`config.mk`:
```
export PLATFORM = sky130hd
export DESIGN_NAME = spi_ram_arbiter
export DESIGN_NICKNAME = d
export VERILOG_FILES = /design/src/rtl/spi_ram_arbiter.sv
export SDC_FILE = /design/constraint.sdc
export NUM_CORES = 1
export LEC_CHECK = 0
export BUFFER_PORTS_ARGS = -buffer_cell sky130_fd_sc_hd__buf_2
export CAP_MARGIN = 0
export CORE_ASPECT_RATIO = 1.5
export CORE_MARGIN = 4
export CORE_UTILIZATION = 40
export CTS_CLUSTER_DIAMETER = 60
export DETAILED_ROUTE_END_ITERATION = 8
export MAX_ROUTING_LAYER = met4
export PLACE_DENSITY_LB_ADDON = 0.25
export SLEW_MARGIN = 20
export SYNTH_ARGS = -nofsm -noshare
export SYNTH_HDL_FRONTEND = slang
export SYNTH_SLANG_ARGS = --single-unit
```
`constraint.sdc`:
```
create_clock -name clk -period 3.19 [get_ports clk]
set_input_delay 0.319 -clock clk [delete_from_list [all_inputs] [get_ports clk]]
set_output_delay 0.319 -clock clk [all_outputs]
set_load 0.02 [all_outputs]
```
`src/rtl/spi_ram_arbiter.sv`:
```
// Purpose: shares the single-port 64x32 SPI register RAM between the SPI read port (A) and the acquisition writer (B).
// Latency: request sampled at edge N -> gnt/RAM access after N+1 -> a_rvalid/a_rdata after N+RD_LAT+2.
// Backpressure: a requester holds req until its gnt pulse; B is forced through after MAX_WAIT lost cycles.
//
// Ports:
//   clk, reset                          system clock, synchronous active-high reset
//   a_req, a_addr                       SPI read request/address
//   a_gnt, a_rdata, a_rvalid, last_addr read grant, returned data, data-valid pulse, last-register flag
//   b_req, b_addr, b_wdata, b_gnt       writer request/address/data and grant
//   ram_addr, ram_wdata, ram_we         RAM command outputs (registered)
//   ram_rdata                           RAM read data, valid RD_LAT cycles after the address
module spi_ram_arbiter #(
    parameter int                   ADDR_SIZE = 6,
    parameter int                   WORD_SIZE = 32,
    parameter int                   RD_LAT    = 2,
    parameter int                   MAX_WAIT  = 4,
    parameter logic [ADDR_SIZE-1:0] LAST_ADDR = 6'h3F
) (
    input  logic                 clk,
    input  logic                 reset,
    input  logic                 a_req,
    input  logic [ADDR_SIZE-1:0] a_addr,
    output logic                 a_gnt,
    output logic [WORD_SIZE-1:0] a_rdata,
    output logic                 a_rvalid,
    output logic                 last_addr,
    input  logic                 b_req,
    input  logic [ADDR_SIZE-1:0] b_addr,
    input  logic [WORD_SIZE-1:0] b_wdata,
    output logic                 b_gnt,
    output logic [ADDR_SIZE-1:0] ram_addr,
    output logic [WORD_SIZE-1:0] ram_wdata,
    output logic                 ram_we,
    input  logic [WORD_SIZE-1:0] ram_rdata
);

    // Requests are captured first; arbitration works on the captured copies.
    logic                 a_req_q;
    logic                 b_req_q;
    logic [ADDR_SIZE-1:0] a_addr_q;
    logic [ADDR_SIZE-1:0] b_addr_q;
    logic [WORD_SIZE-1:0] b_wdata_q;

    logic [3:0]           b_wait;

    // Read tracking: bit 0 is loaded in the same edge the RAM address is driven,
    // so bit RD_LAT lines up with the cycle ram_rdata carries that read's data.
    logic [RD_LAT:0]      pipe_vld;
    logic [RD_LAT:0]      pipe_last;

    logic                 b_force;
    logic                 a_win;
    logic                 b_win;

    always_comb begin
        b_force = 1'b0;
        a_win   = 1'b0;
        b_win   = 1'b0;
        b_force = (b_wait >= 4'(MAX_WAIT));
        // A has priority unless B has been starved long enough.
        a_win   = a_req_q && !(b_req_q && b_force);
        b_win   = b_req_q && !a_win;
    end

    always_ff @(posedge clk) begin
        if (reset) begin
            a_req_q   <= 1'b0;
            b_req_q   <= 1'b0;
            a_addr_q  <= '0;
            b_addr_q  <= '0;
            b_wdata_q <= '0;
            b_wait    <= 4'd0;
            pipe_vld  <= '0;
            pipe_last <= '0;
            a_gnt     <= 1'b0;
            b_gnt     <= 1'b0;
            ram_we    <= 1'b0;
            ram_addr  <= '0;
            ram_wdata <= '0;
            a_rvalid  <= 1'b0;
            last_addr <= 1'b0;
            a_rdata   <= '0;
        end else begin
            a_req_q   <= a_req;
            b_req_q   <= b_req;
            a_addr_q  <= a_addr;
            b_addr_q  <= b_addr;
            b_wdata_q <= b_wdata;

            a_gnt     <= a_win;
            b_gnt     <= b_win;
            ram_we    <= b_win;

            // Address and write data hold when the RAM is idle.
            if (a_win) begin
                ram_addr <= a_addr_q;
            end else if (b_win) begin
                ram_addr  <= b_addr_q;
                ram_wdata <= b_wdata_q;
            end

            if (b_win || !b_req_q) begin
                b_wait <= 4'd0;
            end else if (b_wait != 4'hF) begin
                b_wait <= b_wait + 4'd1;
            end

            pipe_vld  <= {pipe_vld[RD_LAT-1:0], a_win};
            pipe_last <= {pipe_last[RD_LAT-1:0], a_win && (a_addr_q == LAST_ADDR)};

            a_rvalid  <= pipe_vld[RD_LAT];
            last_addr <= pipe_last[RD_LAT];
            if (pipe_vld[RD_LAT]) begin
                a_rdata <= ram_rdata;
            end
        end
    end

endmodule

```
==> results.py, run 1 <==
metrics = {
    "outcome": {
        "status": "completed",
    },
    "power_and_ir_drop": {
        "p_int_w": 0.00307,
        "swShare_pct": 20.9,
        "power_switching_w": 0.000812,
        "pwr-share-clk_pct": 50.0,
        "pwr-share-seq_pct": 43.8,
        "powerDensity_mw_per_mm2": 645,
        "p_leak_nw": 2.63,
        "totalPowerFinal_w": 0.00388,
        "power_frac_comb_pct": 6.1,
        "max-vdd-ir-drop_mv": 0.365,
    },
    "grt": {
        "antenna_found_initial": 0,
        "grt_first_pass_wirelength_mm": 15.0,
        "grt_max_degree": 95,
        "grt_use_total_pct": 14.9,
        "overflow": 0,
        "grt_pass1_vias": 3166,
    },
    "yosys": {
        "syn_avg_cell_area_um2": 11.2,
        "synth_cell_types": 27,
        "synth_top_family_by_area": "simple AND/OR/NAND/NOR gates",
        "muxShareOfSynthArea_pct": 15.1,
        "synth-xor-area-share_pct": 0,
        "synth-simple-area-share_pct": 22.8,
        "synth_warnings": 0,
        "synth_fp_nets": 494,
        "synth_adder_area_share_pct": 0.272,
        "synth_compound_area_share_pct": 1.63,
        "synth_area_mm2": 0.00461,
        "syn_inst": 413,
        "ys_seq_area_share_pct": 56.1,
        "ys_ff_latch": 129,
    },
    "place": {
        "gp_congestion": 0.695,
        "numPortBuffers": 154,
        "place_ws_ns": 1.38,
        "dp_hpwl_mm": 6.55,
        "placed_cells": 689,
    },
    "clocking": {
        "cts_made_buffers": 17,
        "clk_path_buf_depth": 2,
        "clock-root-buffer": "clkbuf_16",
        "cts.repair.resized": 0,
        "cts_htree_levels": 4,
        "hold_buffers": 0,
        "post_cts_buffers": 0,
        "clkLatencyLatePin_ns": 0.41,
        "cts_sinks": 129,
        "cts_tree": "yes",
        "path_clk_slew_ns": 0.06,
    },
    "worst_setup_path": {
        "crit_required_ns": 3.51,
        "critPathKind": "reg2reg",
        "r2r_cells": 3,
        "end_kind": "register",
        "r2r-start": "b_req_q",
        "cp-start-kind": "register",
        "cp-startpoint": "b_req_q",
        "critPathMaxFanout": 31,
        "cp.arrival_ns": 2.14,
    },
    "layout": {
        "num-nets-final": 642,
        "layout_commonest_cell": "buf_2",
        "syn2layout_area_growth_pct": 30.7,
        "final_cell_mix": "buf_2 (153), dfxtp_1 (128), nand2b_1 (65)",
        "antenna_cells": 0,
        "stdcell_count": 721,
        "layout-drive-gt1-share_pct": 34.3,
    },
    "floorplan": {
        "rows": 47,
        "dieArea_mm2": 0.0133,
        "die_w_um": 95.6,
        "core_mm2": 0.0112,
        "io_pins": 155,
        "die_h_um": 139,
        "initial_core_util_pct": 41.2,
    },
    "timing": {
        "period_share_pct": 57.1,
        "skew_ns": 0.00869,
        "fin_crit_ns": 1.82,
        "tightest_slew_ns": 0.965,
        "whs_ns": 0.115,
        "final.setup.tns_ns": 0,
        "hold_viol": 0,
        "slew_viol_final": 0,
        "rsz0062_at_grt": "false",
        "fmax_ghz": 0.549,
        "setup_viol": 0,
        "max-slew-margin-rel_pct": 35.6,
        "setup_ws_ns": 1.37,
    },
    "min_path": {
        "min_path_cells": 2,
        "hold_class": "in2reg",
        "min-delay-start": "a_req",
    },
    "routing": {
        "detail_route.vias_per_cell": 4.41,
        "firstDrtPassIters": 4,
        "antenna_left": 0,
        "wl_per_cell_um": 13.1,
        "vias": 3178,
        "drtIter0Drc": 117,
        "routed_wl_mm": 9.43,
        "drc_errors": 0,
    },
    "run": {
        "maxCapViolations": 0,
    },
}
## sequential cells by signal, summed over array words and instances, names as in the netlist, 3 cells and up
| name | cells |
|---|---|
| a_addr_q | 6 |
| a_rdata | 32 |
| b_addr_q | 6 |
| b_wait | 4 |
| b_wdata_q | 32 |
| pipe_last | 3 |
| pipe_vld | 3 |
| ram_addr | 6 |
| ram_wdata | 32 |
## metrics by stage
| step | cell area [µm²] | utilization [%] |
|---|---|---|
| global placement | 5410 | 48.5 |
| floorplan | 4610 | - |
| finish | 6020 | 53.9 |
| detailed placement | 5410 | 48.5 |
| global route | 6020 | 53.9 |
| CTS | 6020 | 53.9 |
## area by class of cell
type | count | area, µm²
fill | 1005 | 5150
sequential | 129 | 2580
multi-input combinational | 255 | 1850
timing repair buffer | 157 | 796
clock buffer | 21 | 470
tap | 147 | 184
clock inverter | 11 | 135
inverter | 1 | 3.75
## metal layers
| metal | GRT usage (%) | share of wire [%] | up-vias |
|---|---|---|---|
| met5 | - | 0 | - |
| met2 | 24.1 | 52 | 100 |
| met4 | 6.60 | 2.3 | 0 |
| li1 | - | - | 1642 |
| met1 | 16.6 | 41 | 1418 |
| met3 | 4.81 | 5.6 | 18 |
## cells in the mapped netlist
master     count  area share, %
nor4b_1        5           0.95
nor2_1        32            2.6
a21boi_2       1           0.24
mux2_2         5            1.2
and3_1         1           0.14
nand2b_1      65            8.8
nor2b_1       55            7.5
ha_1           1           0.27
inv_1          1          0.081
nor3b_1        5           0.82
o22ai_1        5           0.68
o21ai_0        1           0.11
mux2i_1       64             14
buf_6          1           0.24
a2111oi_4      1           0.60
nor3_1         1           0.11
dfxtp_1      129             56
conb_1         1          0.081
clkbuf_1      13            1.1
and2_1         3           0.41
and3b_1        1           0.19
buf_2          9           0.98
nor2_4         1           0.24
buf_4          2           0.33
and4_1         2           0.38
nor4_1         5           0.68
buf_12         3            1.3
## cells by family (layout without fill, tap and decap cells)
group                      after synthesis  in the layout
DFF                                    129            129
muxes                                   69             69
adders and majority gates                1              1
AOI/OAI and AO/OA                        8              8
and+or+nand+nor                        176            176
buffers and inverters                   29            190
other                                    1              1
## worst paths after layout
kind	endpoint	slack, ns
setup / recovery	ram_wdata[5]	1.37
hold / removal	a_req_q	0.11
setup reg to reg	ram_wdata[5]	1.37
hold reg to reg	b_wait[0]	0.42
## critical path: stages, from the launching register on
cell	delay, ns
dfxtp_1	0.59
a21boi_4	0.35
buf_4	0.50
mux2i_1	0.27
## power groups by stage
stage,Sequential (W),Combinational [W],Clock [W]
floorplan,0.00175,0.000137,0
global placement,0.00173,0.000235,0
detailed placement,0.00174,0.000242,0
CTS,0.00170,0.000243,0.00200
global route,0.00171,0.000263,0.00207
finish,0.00170,0.000238,0.00194
No activity file was read; power rests on OpenSTA's default activity.
==> run 2: changes to the inputs <==
clock period = 1.6 ns   (was 3.19 ns; I/O delays follow)
==> run 2 against run 1 <==
Clock skew shrank 0.0018 ns. Maximum frequency grew 30%. Sequential share of layout area decreased by 5.0 points. First-iteration DRC count down 51%. Critical endpoint is now ram_wdata[22]. Largest power group unchanged. Highest routed layer unchanged.
==> results.py, run 2 (synthesized netlist as in run 1, its figures left out) <==
metrics = {
    "clocking": {
        "cts_made_buffers": 17,
        "clk_path_buf_depth": 2,
        "cts_tree": "yes",
        "path_clk_slew_ns": 0.05,
        "clock-root-buffer": "clkbuf_16",
        "cts_sinks": 129,
        "cts.repair.resized": 0,
        "clkLatencyLatePin_ns": 0.40,
        "cts_htree_levels": 4,
    },
    "layout": {
        "layout-drive-gt1-share_pct": 30.9,
        "fillCellCount": 949,
        "largest_registers": "a_rdata (32), b_wdata_q (32), ram_wdata (32)",
        "syn2layout_area_growth_pct": 47.8,
        "final_cell_mix": "buf_2 (153), dfxtp_1 (128), dlygate4sd3_1 (70)",
        "stdcell_count": 797,
        "layout_commonest_cell": "buf_2",
        "num-nets-final": 718,
        "antenna_cells": 0,
    },
    "grt": {
        "grt_pass1_vias": 3596,
        "grt_first_pass_wirelength_mm": 16.1,
        "busiest_layer": "met2",
        "grt_use_met1_pct": 15.6,
        "grtUsageMet2_pct": 28.1,
        "overflow": 0,
        "antenna_found_initial": 0,
        "grt_max_degree": 59,
        "grt_use_total_pct": 16.0,
        "grtUsageMet3_pct": 4.70,
    },
    "routing": {
        "detail_route.vias_per_cell": 4.43,
        "drtIter0Drc": 57,
        "routed_wl_mm": 10.2,
        "drc_errors": 0,
        "antenna_left": 0,
        "wl_per_cell_um": 12.8,
        "firstDrtPassIters": 4,
        "vias": 3530,
    },
    "place": {
        "gp_congestion": 0.715,
        "numPortBuffers": 154,
        "dp_hpwl_mm": 6.77,
        "placed_cells": 695,
    },
    "timing": {
        "final.setup.tns_ns": 0,
        "fmax_ghz": 0.716,
        "rsz0062_at_grt": "false",
        "period_share_pct": 87.3,
        "tightest_slew_ns": 0.506,
        "max-slew-margin-rel_pct": 66.2,
        "setup_viol": 0,
        "whs_ns": 0.00597,
        "fin_crit_ns": 1.40,
        "skew_ns": 0.00691,
        "hold_viol": 0,
        "slew_viol_final": 0,
    },
    "power_and_ir_drop": {
        "p_leak_nw": 2.97,
        "powerDensity_mw_per_mm2": 1160,
        "max-vdd-ir-drop_mv": 0.663,
    },
    "floorplan": {
        "dieArea_mm2": 0.0133,
        "initial_core_util_pct": 41.2,
        "rows": 47,
        "core_mm2": 0.0112,
        "die_w_um": 95.6,
        "die_h_um": 139,
        "io_pins": 155,
    },
    "worst_setup_path": {
        "crit_required_ns": 1.93,
        "end_kind": "register",
        "critPathMaxFanout": 12,
        "slowest_delay_ns": 0.47,
        "reg2reg_slack_ns": 0.20,
        "cp.arrival_ns": 1.72,
        "slowest_stage": "dfxtp_1",
        "r2r_cells": 4,
        "critPathKind": "reg2reg",
        "critical_path.cell_chain": "nor2_4 -> a21boi_4 -> buf_4 -> mux2i_1",
        "cp-start-kind": "register",
        "crit_family": "flip-flops",
        "cp_num_buf_inv": 1,
        "r2r-start": "b_wait[3]",
        "r2r_end": "ram_wdata[22]",
    },
    "outcome": {
        "status": "completed",
    },
    "run": {
        "maxCapViolations": 0,
    },
    "min_path": {
        "min-delay-start": "b_wdata[25]",
        "min_to": "b_wdata_q[25]",
        "min_path_cells": 2,
        "hold_class": "in2reg",
    },
}
-- run 2: changes by cell type in the layout (fill, tap and decap cells not counted), sizes merged --
cell | before | now
buf | 157 | 163
clkinv | 6 | 5
clkinvlp | 2 | 1
dlygate4sd3 | 0 | 70
clkbuf | 21 | 23
-- run 2: worst max-delay path by stage --
stage              start       endpoint  depth (start not counted)
3_5_place_dp   b_wait[3]  ram_wdata[22]                          4
6_report       b_wait[3]  ram_wdata[22]                          4
4_1_cts        b_wait[3]  ram_wdata[22]                          4
5_1_grt        b_wait[3]  ram_wdata[21]                          4
3_3_place_gp   b_wait[2]  ram_wdata[18]                          4
2_1_floorplan    a_req_q    ram_addr[2]                          4
-- run 2: area by class of cell --
class / count / area, µm² / share of cell area [%]
Sequential cell: 129 / 2580 / 38.0
Tap cell: 147 / 184 / 2.70
Multi-Input combinational cell: 255 / 1850 / 27.1
Inverter: 1 / 3.75 / 0.0552
Clock inverter: 9 / 130 / 1.91
Timing Repair Buffer: 233 / 1580 / 23.2
Clock buffer: 23 / 478 / 7.02
-- run 2: power breakdown --
part           internal, W  switching (W)  total (W)
combinational     0.000366       0.000273   0.000639
clock              0.00257        0.00130    0.00387
sequential         0.00333      0.0000568    0.00339
total              0.00626        0.00163    0.00790
-- run 2: worst reg2reg max path: cells and delay by family (launching register included) --
family,cells,cell delay (ns)
DFF,1,0.47
buffers and inverters,1,0.28
AOI/OAI and AO/OA,1,0.25
muxes,1,0.21
and+or+nand+nor,1,0.11
-- run 2: repair_timing --
item	CTS	global route
hold endpoints to repair	70	0
buffers inserted	0	0
hold buffers	70	0
-- run 2: metal layers --
metal	share of wire, %	wire, µm
met1	39	4000
met2	53	5420
met3	5.6	571
met4	2.3	240
met5	0	0
-- run 2: per-stage QoR --
step                      setup WS [ns]  cell area, µm²  total power, W  util, %
final                             0.202            6810         0.00790     60.9
after global routing             0.0777            6810         0.00820     60.9
after CTS                         0.169            6810         0.00801     60.9
after detailed placement          0.181            5500         0.00396     49.2
after global placement            0.252            5500         0.00395     49.2
after floorplan                   0.414            4610         0.00377        -
